[src/rtl/pipe_hazard_ctrl_pkg.sv]
// Shared definitions for the pipeline hazard controller: FSM state encoding,
// operand-forwarding select encoding and the register/counter widths.
package pipe_hazard_ctrl_pkg;

  localparam int unsigned REG_W      = 5;
  localparam int unsigned WAIT_CNT_W = 8;

  typedef enum logic [1:0] {
    RUN     = 2'd0,
    LDUSE   = 2'd1,
    MEMWAIT = 2'd2,
    ERR     = 2'd3
  } state_e;

  // Operand source for rs1/rs2 in EX.
  localparam logic [1:0] FWD_RF  = 2'd0;
  localparam logic [1:0] FWD_MEM = 2'd1;
  localparam logic [1:0] FWD_WB  = 2'd2;

  // The MEM result is younger than the WB result, so it wins when both match.
  function automatic logic [1:0] fwd_select(input logic hit_mem, input logic hit_wb);
    if (hit_mem) return FWD_MEM;
    if (hit_wb)  return FWD_WB;
    return FWD_RF;
  endfunction

endpackage

[src/rtl/pipe_hazard_ctrl_cmp.sv]
// hazard_cmp: matches one ID-stage source register against the EX, MEM and WB
// producers. x0 is hard-wired zero, so a zero source never reports a match.
module hazard_cmp
  import pipe_hazard_ctrl_pkg::*;
(
  input  logic [4:0] rs_i,
  input  logic [4:0] dest_ex_i,
  input  logic       wen_ex_i,
  input  logic [4:0] dest_mem_i,
  input  logic       wen_mem_i,
  input  logic [4:0] dest_wb_i,
  input  logic       wen_wb_i,
  output logic       hit_ex_o,
  output logic       hit_mem_o,
  output logic       hit_wb_o
);

  logic rs_nonzero;

  // A nonzero source that equals a destination implies a nonzero destination.
  assign rs_nonzero = (rs_i != '0);
  assign hit_ex_o   = rs_nonzero & wen_ex_i  & (dest_ex_i  == rs_i);
  assign hit_mem_o  = rs_nonzero & wen_mem_i & (dest_mem_i == rs_i);
  assign hit_wb_o   = rs_nonzero & wen_wb_i  & (dest_wb_i  == rs_i);

endmodule

[src/rtl/pipe_hazard_ctrl.sv]
// pipe_hazard_ctrl: stall/flush/forward control for a 5-stage pipeline.
// Handles memory wait with timeout, taken-branch flush, load-use stall and,
// when forwarding is disabled, RAW stalls against EX/MEM producers.
// Build option: define PIPE_FORWARD_EN to enable MEM/WB operand forwarding.
module pipe_hazard_ctrl
  import pipe_hazard_ctrl_pkg::*;
#(
  parameter int unsigned MEM_TIMEOUT = 15
) (
  input  logic       clk,
  input  logic       rst,
  input  logic [4:0] rs1_ID,
  input  logic [4:0] rs2_ID,
  input  logic [4:0] dest_EX,
  input  logic       regwen_EX,
  input  logic       memread_EX,
  input  logic [4:0] dest_MEM,
  input  logic       regwen_MEM,
  input  logic       memacc_MEM,
  input  logic [4:0] dest_WB,
  input  logic       regwen_WB,
  input  logic       branch_taken_EX,
  input  logic       dmem_ack,
  output logic       stall_IF,
  output logic       stall_ID,
  output logic       flush_ID,
  output logic       flush_EX,
  output logic       stall_MEM,
  output logic [1:0] fwdA_sel,
  output logic [1:0] fwdB_sel,
  output logic       mem_err,
  output logic [1:0] state
);

  localparam logic [WAIT_CNT_W-1:0] WAIT_LAST = WAIT_CNT_W'(MEM_TIMEOUT - 1);

  state_e                  state_q, state_d;
  logic [WAIT_CNT_W-1:0]   wait_cnt_q, wait_cnt_d;

  logic hit_a_ex, hit_a_mem, hit_a_wb;
  logic hit_b_ex, hit_b_mem, hit_b_wb;
  logic load_use, raw_stall;
  logic [1:0] fwd_a, fwd_b;
  logic stall_fe_c, flush_id_c, flush_ex_c, stall_mem_c;

  hazard_cmp u_cmp_a (
    .rs_i      (rs1_ID),
    .dest_ex_i (dest_EX),
    .wen_ex_i  (regwen_EX),
    .dest_mem_i(dest_MEM),
    .wen_mem_i (regwen_MEM),
    .dest_wb_i (dest_WB),
    .wen_wb_i  (regwen_WB),
    .hit_ex_o  (hit_a_ex),
    .hit_mem_o (hit_a_mem),
    .hit_wb_o  (hit_a_wb)
  );

  hazard_cmp u_cmp_b (
    .rs_i      (rs2_ID),
    .dest_ex_i (dest_EX),
    .wen_ex_i  (regwen_EX),
    .dest_mem_i(dest_MEM),
    .wen_mem_i (regwen_MEM),
    .dest_wb_i (dest_WB),
    .wen_wb_i  (regwen_WB),
    .hit_ex_o  (hit_b_ex),
    .hit_mem_o (hit_b_mem),
    .hit_wb_o  (hit_b_wb)
  );

  assign load_use = memread_EX & (hit_a_ex | hit_b_ex);

`ifdef PIPE_FORWARD_EN
  // Forwarding covers every ALU producer; only a load in EX still needs a stall.
  assign raw_stall = 1'b0;
  assign fwd_a     = fwd_select(hit_a_mem, hit_a_wb);
  assign fwd_b     = fwd_select(hit_b_mem, hit_b_wb);
`else
  // Without forwarding, the consumer waits until the producer has left MEM.
  logic unused_wb_hits;
  assign unused_wb_hits = hit_a_wb ^ hit_b_wb;
  assign raw_stall      = hit_a_ex | hit_b_ex | hit_a_mem | hit_b_mem;
  assign fwd_a          = FWD_RF;
  assign fwd_b          = FWD_RF;
`endif

  // State register and memory wait counter.
  always_ff @(posedge clk or negedge rst) begin
    if (!rst) begin
      state_q    <= RUN;
      wait_cnt_q <= '0;
    end else begin
      // NOTE: non-blocking assignments make every flop sample pre-edge values.
      state_q    <= state_d;
      wait_cnt_q <= wait_cnt_d;
    end
  end

  // Next-state and control decode; priority: memory wait > branch > load-use > RAW.
  always_comb begin
    // NOTE: every signal driven here gets a default first so no path infers a latch.
    state_d     = state_q;
    wait_cnt_d  = wait_cnt_q;
    stall_fe_c  = 1'b0;
    flush_id_c  = 1'b0;
    flush_ex_c  = 1'b0;
    stall_mem_c = 1'b0;

    case (state_q)
      RUN, LDUSE: begin
        state_d    = RUN;
        wait_cnt_d = '0;
        if (branch_taken_EX) begin
          flush_id_c = 1'b1;
          flush_ex_c = 1'b1;
        end else if ((state_q == RUN) && load_use) begin
          stall_fe_c = 1'b1;
          flush_ex_c = 1'b1;
          state_d    = LDUSE;
        end else if (raw_stall) begin
          stall_fe_c = 1'b1;
          flush_ex_c = 1'b1;
        end
        // An access acknowledged in its first cycle never enters the wait.
        if ((state_q == RUN) && memacc_MEM && !dmem_ack) begin
          state_d = MEMWAIT;
        end
      end

      MEMWAIT: begin
        stall_fe_c  = 1'b1;
        stall_mem_c = 1'b1;
        if (dmem_ack) begin
          state_d    = RUN;
          wait_cnt_d = '0;
        end else if (wait_cnt_q == WAIT_LAST) begin
          state_d    = ERR;
          wait_cnt_d = '0;
        end else begin
          wait_cnt_d = wait_cnt_q + 1'b1;
        end
      end

      ERR: begin
        stall_fe_c  = 1'b1;
        stall_mem_c = 1'b1;
      end

      default: state_d = RUN;
    endcase
  end

  // Outputs are forced low while reset is held, whatever the inputs do.
  assign stall_IF  = rst & stall_fe_c;
  assign stall_ID  = rst & stall_fe_c;
  assign flush_ID  = rst & flush_id_c;
  assign flush_EX  = rst & flush_ex_c;
  assign stall_MEM = rst & stall_mem_c;
  assign fwdA_sel  = rst ? fwd_a : FWD_RF;
  assign fwdB_sel  = rst ? fwd_b : FWD_RF;
  assign mem_err   = (state_q == ERR);
  assign state     = state_q;

endmodule
[config.mk]
export PLATFORM = sky130hd
export DESIGN_NAME = pipe_hazard_ctrl
export DESIGN_NICKNAME = d
export VERILOG_FILES = /design/src/rtl/pipe_hazard_ctrl_pkg.sv /design/src/rtl/pipe_hazard_ctrl_cmp.sv /design/src/rtl/pipe_hazard_ctrl.sv
export SDC_FILE = /design/constraint.sdc
export NUM_CORES = 1
export LEC_CHECK = 0
export ABC_AREA = 1
export CAP_MARGIN = 40
export CORE_ASPECT_RATIO = 0.5
export CORE_UTILIZATION = 25
export CTS_CLUSTER_SIZE = 14
export DETAILED_ROUTE_END_ITERATION = 16
export PLACE_DENSITY = 0.58
export SKIP_CTS_REPAIR_TIMING = 1
export SKIP_LAST_GASP = 1
export SYNTH_ARGS = -nofsm -noshare
export SYNTH_HDL_FRONTEND = slang
export SYNTH_HIERARCHICAL = 1
export SYNTH_SLANG_ARGS = --single-unit
[constraint.sdc]
create_clock -name clk -period 3.55 [get_ports clk]
set_clock_uncertainty 0.15 [all_clocks]
set_input_delay 0.8875 -clock clk [delete_from_list [all_inputs] [get_ports clk]]
set_output_delay 0.8875 -clock clk [all_outputs]
set_load 0.1 [all_outputs]
* Word level (Yosys, flattened, before mapping)
Cells that the tools add are included.
** Word-level totals
- Logic and storage cells :: 57
- Register bits :: 10
- Output and inout port bits :: 12
- Bits of input ports :: 34
** Operators by class
- Equality and inequality tests :: 9
- Bitwise gates (word level) :: 16
- Add/sub/neg operators :: 1
- Reduce and logical (&&, ||, !) cells :: 11
- Multiplexer cells :: 18
** Operators by type and width (number)
- equality test 5 bit :: 4
- 2-to-1 mux 8 bit :: 2
- case mux 8 bit (2 select lines) :: 1
- bitwise AND 1 bit :: 13
- 2-to-1 mux 1 bit :: 10
- nonzero test 5 bit :: 2
- adder 8 x 1 -> 8 bit (second input constant) :: 1
- equality test 8 x 4 -> 1 bit (second input constant) :: 1
- 2-to-1 mux 2 bit :: 3
- equality test 2 bit (second input constant) :: 2
- case mux 2 bit (2 select lines) :: 1
- OR reduction 2 bit :: 2
- logical AND 1 bit :: 3
- != test 3 bit (second input constant) :: 1
- OR 1 bit :: 3
- equality test 2 x 1 -> 1 bit (second input constant) :: 1
- logical NOT 2 bit :: 1
- case mux 1 bit (2 select lines) :: 1
- AND reduction 2 bit :: 1
- nonzero test 2 bit :: 1
- logical NOT 1 bit :: 1

* Depth between registers and ports, before layout
Gate-level depths: netlist (run 1).
- Word-level depth :: 11
- Gate-level depth with buffers :: 12
- Gate-level depth less buffers :: 12

* Modules after synthesis
The synthesis (run 1) kept the hierarchy.
** Modules (own cells, without submodules)
- pipe_hazard_ctrl :: area an instance 681.9 µm², seq. area each 250.2 µm², instances 1, cells each 102
- hazard_cmp :: area an instance 330.3 µm², seq. area each 0.0 µm², instances 2, cells each 85

* Worst setup path before layout (run 1)
No wires, ideal clock.
- Kind :: in2out
- From :: input port dest_EX[1]
- To :: output port stall_IF
- Data required time :: 2513 ps
- Path slack :: -1590 ps
- Stages :: 11
- Path buffers :: 1
- Data arrival time :: 4103 ps
- Path through :: inv_1 nand2_1 nand2_1 nor2_2 nand2_1 nor2_1 inv_1 nand2_1 nor3_1 o21ai_0 buf_4
** Between the ends
- Word-level cells in the longest chain between the ends :: 10
- Elaborated cells between the ends (all ways) :: 14
- Those cells by class :: eq/ne (2); mux (4); bitwise (7); reduce/logical (1)
** RTL lines
- start: declaration :: RTL line pipe_hazard_ctrl.sv:14 : input logic [4:0] dest_EX,
- equality test 5 bit (*) :: RTL line pipe_hazard_ctrl_cmp.sv:22 : assign hit_ex_o = rs_nonzero & wen_ex_i & (dest_ex_i == rs_i);
- bitwise AND 1 bit (*) :: RTL line pipe_hazard_ctrl_cmp.sv:22
- net hit_a_ex :: RTL line pipe_hazard_ctrl.sv:40 : logic hit_a_ex, hit_a_mem, hit_a_wb;
- OR 1 bit (*) :: RTL line pipe_hazard_ctrl.sv:72, pipe_hazard_ctrl.sv:83
- OR 1 bit (2 in series) :: RTL line pipe_hazard_ctrl.sv:83 : assign raw_stall = hit_a_ex | hit_b_ex | hit_a_mem | hit_b_mem;
- 2-to-1 mux 1 bit :: RTL line pipe_hazard_ctrl.sv:121 : end else if (raw_stall) begin
- 2-to-1 mux 1 bit (*) :: RTL line pipe_hazard_ctrl.sv:117 : end else if ((state_q == RUN) && load_use) begin
- 2-to-1 mux 1 bit (*) :: RTL line pipe_hazard_ctrl.sv:114 : if (branch_taken_EX) begin
- case mux 1 bit (2 select lines) (*) :: RTL line pipe_hazard_ctrl.sv:110 : case (state_q)
- bitwise AND 1 bit (*)
- end: declaration :: RTL line pipe_hazard_ctrl.sv:24 : output logic stall_IF,
The timed path passes the listed nets; every way through them passes the cells marked *.

* Worst setup path in the final report (run 1)
- From :: input port dest_MEM[4]
- To :: output port stall_ID
** Between the ends
- Word-level cells in the longest chain between the ends :: 9
- Elaborated cells between the ends (all ways) :: 11
- Those cells by class :: eq/ne (2); mux (4); bitwise (5)
** RTL lines
- start: declaration :: RTL line pipe_hazard_ctrl.sv:17 : input logic [4:0] dest_MEM,
- equality test 5 bit :: RTL line pipe_hazard_ctrl_cmp.sv:23 : assign hit_mem_o = rs_nonzero & wen_mem_i & (dest_mem_i == rs_i);
- bitwise AND 1 bit :: RTL line pipe_hazard_ctrl_cmp.sv:23
- net hit_a_mem :: RTL line pipe_hazard_ctrl.sv:40
- OR 1 bit (2 in series) :: RTL line pipe_hazard_ctrl.sv:83
- 2-to-1 mux 1 bit :: RTL line pipe_hazard_ctrl.sv:121
- 2-to-1 mux 1 bit :: RTL line pipe_hazard_ctrl.sv:117
- 2-to-1 mux 1 bit :: RTL line pipe_hazard_ctrl.sv:114
- case mux 1 bit (2 select lines) :: RTL line pipe_hazard_ctrl.sv:110
- bitwise AND 1 bit :: RTL line pipe_hazard_ctrl.sv:156 : assign stall_ID = rst & stall_fe_c;
- end: declaration :: RTL line pipe_hazard_ctrl.sv:25 : output logic stall_ID,
The timed path passes the listed nets, and every way through them passes these cells.

==> results.json, run 1 <==
{
  "antenna_found_initial": 0,
  "die-width_um": 97.6,
  "irDropWorstVdd_v": 0.0000775,
  "finalInstanceArea_um2": 1690,
  "numCtsBuffers": 3,
  "fp-row-count": 16,
  "dr.pass1.iters": 4,
  "areaGrowthSynthToFinish_pct": 48.2,
  "drive_above_1_share_pct": 14.0,
  "netlist_instances": 220,
  "hp-class": "reg2reg",
  "syn_avg_cell_area_um2": 5.19,
  "hpwl_mm": 2.38,
  "outcome": "completed",
  "powerDensity_nw_per_um2": 213,
  "track_usage_pct": 12.9,
  "drc_errors": 0,
  "min_from": "wait_cnt_q[7]$_DFFE_PN0P_",
  "p_leak_nw": 1.14,
  "cts-root-buf": "clkbuf_8",
  "cts_tree": "done",
  "grt_max_degree": 9,
  "clock_latency_ns": 0.23,
  "io_buffers": 35,
  "cts.clk_slew.worst_paths_ns": 0.05,
  "ff2ff_setup_slack_ns": 2.11,
  "cts_htree_levels": 1,
  "holdWs_ns": 0.381,
  "max_cap_violations": 0,
  "min_period_ns": 3.42,
  "finalCritPeriodShare_pct": 96.3,
  "path_class": "in2out",
  "cpMostUsedCell": "nand2_1",
  "slew_viol_final": 0,
  "cp_max_fo": 4,
  "core_um2": 4120,
  "die_h_um": 49.8,
  "routed_wl_mm": 2.90,
  "finalHoldViolations": 0,
  "cp-start-kind": "input port",
  "n_antenna_cell": 0,
  "clk_path_buf_depth": 2,
  "nNetsFinal": 296,
  "critPathCaptureType": "output port",
  "grt_pass1_vias": 1245,
  "cpPeakStageDelay_ns": 0.54,
  "cp_cell_sequence": "clkdlybuf4s50_1 -> inv_1 -> nand2_1 -> nand2_1 -> nor2_2 -> nand2_1 -> nor2_2 -> nor3_2 -> o21ai_2 -> buf_12",
  "route.antenna.remaining_nets": 0,
  "die_area_um2": 4860,
  "critPathSlowestCell": "clkdlybuf4s50_1",
  "vias_per_cell": 4.09,
  "finalSetupViolCount": 0,
  "r2r_start": "wait_cnt_q[0]$_DFFE_PN0P_",
  "wl_per_cell_um": 9.29,
  "gr-total-overflow": 0,
  "yosysWarnings": 6,
  "required_ns": 2.51,
  "via_count": 1277,
  "syn_area_um2": 1140,
  "ios": 46,
  "gp_congestion": 0.759,
  "cts.sinks": 10,
  "arrival_ns": 2.38,
  "start_util_pct": 27.7,
  "drt_iter0_drc": 28,
  "grt_pass1_wl_mm": 5.19,
  "dpl_cell_area_um2": 1600,
  "cp-startpoint": "dest_MEM[4]",
  "clock.fmax_mhz": 292
}
-- worst max-delay path, delay by kind of cell --
family | cells | cell delay, ns
AOI/OAI and AO/OA | 1 | 0.26
buffers and inverters | 3 | 0.80
and+or+nand+nor | 6 | 0.43
-- power by group --
| part | internal (W) | switching [W] | total (W) | leakage, nW |
|---|---|---|---|---|
| registers | 0.000114 | 0 | 0.000114 | 0.0875 |
| clock network | 0.0000741 | 0.0000423 | 0.000116 | 0.0216 |
| logic | 0.0000499 | 0.0000806 | 0.000130 | 1.03 |
| total | 0.000238 | 0.000123 | 0.000361 | 1.14 |
-- registers in the layout, indices dropped and copies added (netlist names) --
| signal | cells |
|---|---|
| state | 2 |
| wait_cnt_q | 8 |
-- final timing paths --
check,cells past startpoint,end
setup / recovery,10,stall_ID
setup reg to reg,7,wait_cnt_q[3]$_DFFE_PN0P_
hold / removal,2,wait_cnt_q[7]$_DFFE_PN0P_
max in group asynchronous,2,wait_cnt_q[1]$_DFFE_PN0P_
hold reg to reg,2,wait_cnt_q[7]$_DFFE_PN0P_
min in group asynchronous,1,wait_cnt_q[3]$_DFFE_PN0P_
-- placed cells by master (no fill, tap or decap) --
cell type        instances
inv_2                    9
dfrtp_1                 10
a21oi_2                  1
dlymetal6s2s_1          18
or2_2                    1
nand3_1                 14
o21bai_1                 1
xor2_1                   1
clkdlybuf4s50_1          9
inv_1                   36
nor2_4                   1
ha_1                     2
nand2_1                 95
conb_1                   4
nor2_2                   7
clkbuf_8                 3
o21ai_2                  1
nor3_2                   1
o21ai_0                  4
nand4_1                  1
nor2_1                  27
buf_12                   5
nand2_2                  2
buf_4                    5
-- layer usage --
metal / part of all wire (%) / global-route usage (%) / vias to the layer above
li1: - / - / 711
met5: 0 / 0 / -
met3: 5.2 / 2.55 / 3
met2: 47 / 24.0 / 27
met1: 48 / 15.8 / 536
met4: 0.48 / 2.21 / 0
-- cell type report --
class | count | area [um^2]
clock buffers | 3 | 41.3
fillers | 445 | 2430
inverters | 45 | 169
multi-input cells | 163 | 712
flip-flops and latches | 10 | 250
well taps | 54 | 67.6
repair buffers | 37 | 453
-- per-stage QoR --
stage / std cells / worst slack (ns) / utilization [%] / setup TNS [ns] / total power [W]
after global placement: 309 / -0.0242 / 38.8 / -0.0484 / 0.000249
after CTS: 312 / -0.0244 / 39.8 / -0.0486 / 0.000366
after floorplan: 223 / -0.146 / - / -0.146 / 0.000194
final: 312 / 0.130 / 41.0 / 0 / 0.000361
after detailed placement: 309 / -0.0132 / 38.8 / -0.0261 / 0.000249
after global routing: 312 / -0.00354 / 41.0 / -0.00695 / 0.000382
No activity file was read; power rests on OpenSTA's default activity.
==> run 2, diff against run 1 <==
--- a/config.mk
+++ b/config.mk
@@ -14,6 +14,7 @@
 export PLACE_DENSITY = 0.58
 export SKIP_CTS_REPAIR_TIMING = 1
 export SKIP_LAST_GASP = 1
+export SLEW_MARGIN = 30
 export SYNTH_ARGS = -nofsm -noshare
 export SYNTH_HDL_FRONTEND = slang
 export SYNTH_HIERARCHICAL = 1
==> results of run 2 <==
Same layout as run 1: the final DEF is identical, and so are final timing and power.
==> RTL change 1: new RTL, config.mk and constraints of run 1 <==
Reset style: synchronous (`rst`), changed in one clocked block.
--- a/src/rtl/pipe_hazard_ctrl.sv
+++ b/src/rtl/pipe_hazard_ctrl.sv
@@ -86,7 +86,7 @@
 `endif
 
   // State register and memory wait counter.
-  always_ff @(posedge clk or negedge rst) begin
+  always_ff @(posedge clk) begin
     if (!rst) begin
       state_q    <= RUN;
       wait_cnt_q <= '0;
Function: differs if rst is asserted again (counterexample within 4 cycles, from zero or initial values and one cycle with rst low); with rst held inactive, the same outputs for 10 cycles.
==> RTL change 1 against run 1 <==
Routed wire length decreased by 2.8%; critical endpoint unchanged; cell area up 0.67%; sequential cell count did not move; via count increased by 5.8%; non-clock buffer count grew 1; synthesized area is 2.0% lower; worst setup slack got worse by 0.031 ns; power up 19%.
==> RTL change 1: results (changes against run 1) <==
wire length on met1=1.36 mm (was 1.38 mm); maximum cell stage delay along the critical path=0.49 ns (was 0.54 ns); vias in the first global route=1,225 (was 1,245); length in cells of the worst reg-to-reg path=7 (unchanged); reg-to-reg critical path endpoint=wait_cnt_q[3]$_SDFFE_PN0P_ (was wait_cnt_q[3]$_DFFE_PN0P_); maximum number of pins on one net before global-route repair=10 (was 9); yosys warns=6 (unchanged); maximum fanout encountered on the critical timing path=2 (was 4); hold_ws=0.348 ns (was 0.381 ns); average instance area after synthesis=4.98 µm² (was 5.19 µm²); top routing layer in use=met4 (unchanged); placed inst area=1590 µm² (was 1600 µm²); clk root buf=sky130_fd_sc_hd__clkbuf_8 (unchanged); number of antenna diodes=0 (unchanged); leak pwr=1.05 nW (was 1.14 nW); number of detailed-routing iterations run before antenna repair=4 (unchanged); Critical path origin=regwen_MEM (was dest_MEM[4]); flip-flop count of the largest register after layout=8 (unchanged); antenna violations before repair=0 (unchanged); Placer Congestion=0.783 (was 0.759); overall via count from detail_route=1,351 (was 1,277); wire length on met3=83 µm (was 150 µm); GR Util All Layers=12.0% (was 12.9%); Most flops, register=wait_cnt_q (unchanged); final net count=302 (was 296); outcome=complete, no violations (unchanged); Reg2Reg Launch Point=wait_cnt_q[0]$_SDFFE_PN0P_ (was wait_cnt_q[0]$_DFFE_PN0P_); Min Clock Period, post-route=3.45 ns (was 3.42 ns); reg-to-reg setup timing slack=2.06 ns (was 2.11 ns); DR WL/cell=8.83 µm (was 9.29 µm); met2 layer usage reported by global route=22.3% (was 24.0%); Hold Path End=wait_cnt_q[7]$_SDFFE_PN0P_ (was wait_cnt_q[7]$_DFFE_PN0P_); DP Wirelength=2.30 mm (was 2.38 mm); drt initial violations=33 (was 28); met2 WL post-DR=1.34 mm (was 1.35 mm); clock transition at the register clock pins on the worst setup and hold paths after CTS=0.05 ns (about the same); CTS H-tree depth=1 (unchanged); Filler Cell Count=449 (was 445); origin of the worst min-delay path=wait_cnt_q[7]$_SDFFE_PN0P_ (was wait_cnt_q[7]$_DFFE_PN0P_); classification of the worst-slack hold path=reg2reg (unchanged); Worst Path Arrival=2.41 ns (was 2.38 ns); buffer levels on the longest clock path=2 (unchanged); Setup Slack @ Placement=-0.114 ns (was -0.0132 ns); grt met3 use=2.15% (was 2.55%); fraction of layout instances using a drive strength above 1=14.3% (was 14.0%); final cell count without fillers=319 (was 312); TritonCTS buffer count=3 (unchanged); dominant delay contributor by cell family on the critical path=buffers and inverters (unchanged); met1 track demand over resource=14.0% (was 15.8%); Port Buffers=35 (unchanged); slowest cell on the critical path=sky130_fd_sc_hd__clkdlybuf4s50_1 (unchanged); wire length of the first global-routing pass=4.78 mm (was 5.19 mm); Min-Delay Path Depth=2 (unchanged); VDD IR max=0.0971 mV (was 0.0775 mV); Setup crit end=stall_ID (unchanged); source-to-sink clock delay at the later pin of the worst-skew pair=0.24 ns
[RTL change 1: worst register-to-register path: stages (launching register included)]
cell and delay [ns]:
sky130_fd_sc_hd__dfxtp_1 0.37, sky130_fd_sc_hd__inv_1 0.07, sky130_fd_sc_hd__ha_1 0.19, sky130_fd_sc_hd__nand3_1 0.11, sky130_fd_sc_hd__nor2_1 0.08, sky130_fd_sc_hd__nor2_4 0.19, sky130_fd_sc_hd__nand3_1 0.11, sky130_fd_sc_hd__a21oi_1 0.15
[RTL change 1: power breakdown]
group / switching [mW] / internal, mW
Clock: 0.0471 / 0.0977
Sequential: 0.00207 / 0.114
Combinational: 0.108 / 0.0602
[RTL change 1: layout make-up]
cell class,count,area (µm²),area share (%)
tap,54,67.6,3.96
timing repair buffer,38,468,27.5
sequential,10,200,11.7
inverter,47,176,10.4
clock buffer,4,55.1,3.23
multi-input combinational,166,737,43.2
==> RTL change 2: new RTL, flow settings as in run 1 <==
Made on the original files. Change the package constant `WAIT_CNT_W` from 8 to 12.
--- a/src/rtl/pipe_hazard_ctrl_pkg.sv
+++ b/src/rtl/pipe_hazard_ctrl_pkg.sv
@@ -3,7 +3,7 @@
 package pipe_hazard_ctrl_pkg;
 
   localparam int unsigned REG_W      = 5;
-  localparam int unsigned WAIT_CNT_W = 8;
+  localparam int unsigned WAIT_CNT_W = 12;
 
   typedef enum logic [1:0] {
     RUN     = 2'd0,
Check against the original RTL: no difference found for any inputs over 10 cycles, from zero or initial values and one cycle with rst low; that may be too few to reach the edited logic, so the function may still have changed.
==> RTL change 2 against run 1 <==
Worst setup slack worse by 0.018 ns; synthesized area up 24%; global-route usage is 0.73 points lower; cell area is 19% higher; die area is 23% higher; sequential cell count grew 4; routed wire length rose by 15%; count of clock-buffer cells in the layout rose by 1; via count rose by 17%; critical endpoint is now flush_EX.
Power is not compared: it rests on default switching activity, and its combinational part moved more than twofold at a synthesized area within 25%.
==> RTL change 2: results (changes against run 1) <==
outcome=complete, no violations (unchanged); number of antenna diodes=0 (unchanged); vias in the first global route=1,459 (was 1,245); final WL=3.33 mm (was 2.90 mm); Worst Path Arrival=2.40 ns (was 2.38 ns); routed via count divided by cell count=4.18 (was 4.09); final net count=326 (was 296); VDD IR max=0.172 mV; clk root buf=sky130_fd_sc_hd__clkbuf_16 (was sky130_fd_sc_hd__clkbuf_8); buffer levels on the longest clock path=2 (unchanged); fraction of layout instances using a drive strength above 1=15.6% (was 14.0%); cell area after technology mapping=1420 µm² (was 1140 µm²); leak pwr=1.15 nW; maximum fanout encountered on the critical timing path=2 (was 4); maximum number of pins on one net before global-route repair=13 (was 9); source-to-sink clock delay at the later pin of the worst-skew pair=0.24 ns; Min-Delay Path Depth=2 (unchanged); CTS H-tree depth=1 (unchanged); GR Util All Layers=12.2% (was 12.9%); TritonCTS buffer count=3 (unchanged); wire length of the first global-routing pass=5.90 mm (was 5.19 mm); DP Wirelength=2.73 mm (was 2.38 mm); drt initial violations=37 (was 28); flip-flop count of the largest register after layout=12 (was 8); Placer Congestion=0.803 (was 0.759)
RTL change 2: layer usage:
metal / vias to the layer above / track usage (%) / routed length, µm
li1: 812 / - / -
met1: 655 / 13.9 / 1550
met2: 31 / 22.6 / 1650
met3: 2 / 2.48 / 105
met4: 0 / 3.86 / 27
met5: - / 0 / 0
RTL change 2: power groups by stage:
stage	logic (mW)	registers [mW]	clock network (mW)
finish	0.307	0.183	0.237
global route	0.328	0.185	0.254
CTS	0.310	0.182	0.242
detailed placement	0.310	0.185	0
global placement	0.307	0.184	0
floorplan	0.170	0.222	0
RTL change 2: cell type report:
type / count / area (µm²)
multi-input combinational: 188 / 873
sequential: 14 / 350
inverter: 45 / 169
timing repair buffer: 38 / 453
clock buffer: 4 / 88.8
tap: 70 / 87.6
fill: 560 / 3160
RTL change 2: critical path: stages:
cell                              delay, ns
sky130_fd_sc_hd__clkdlybuf4s50_1       0.49
sky130_fd_sc_hd__inv_1                 0.06
sky130_fd_sc_hd__nand2_1               0.06
sky130_fd_sc_hd__nand2_1               0.07
sky130_fd_sc_hd__nor2_2                0.09
sky130_fd_sc_hd__nand2_1               0.07
sky130_fd_sc_hd__nor2_2                0.11
sky130_fd_sc_hd__inv_1                 0.05
sky130_fd_sc_hd__nand3_1               0.09
sky130_fd_sc_hd__inv_1                 0.06
sky130_fd_sc_hd__a21oi_2               0.17
sky130_fd_sc_hd__buf_12                0.19
RTL change 2: worst paths after layout:
path                                       startpoint                    endpoint  slack, ns
setup reg to reg            wait_cnt_q[0]$_DFFE_PN0P_   wait_cnt_q[0]$_DFFE_PN0P_       2.04
hold / removal             wait_cnt_q[11]$_DFFE_PN0P_  wait_cnt_q[11]$_DFFE_PN0P_       0.36
setup / recovery                           dest_EX[1]                    flush_EX       0.11
hold reg to reg            wait_cnt_q[11]$_DFFE_PN0P_  wait_cnt_q[11]$_DFFE_PN0P_       0.36
min in group asynchronous                         rst  wait_cnt_q[10]$_DFFE_PN0P_       0.72
max in group asynchronous                         rst   wait_cnt_q[6]$_DFFE_PN0P_       2.08
RTL change 2: metrics by stage:
step	cells	area, µm²	hold slack (ns)	power, mW	worst slack (ns)
after floorplan	253	1430	0.321	0.391	0.182
after global placement	354	1880	0.337	0.491	0.0441
after detailed placement	354	1880	0.343	0.495	0.0288
final	359	2020	0.357	0.727	0.112
after global routing	359	2020	0.425	0.767	0.00582
after CTS	358	1970	0.356	0.734	0.0242
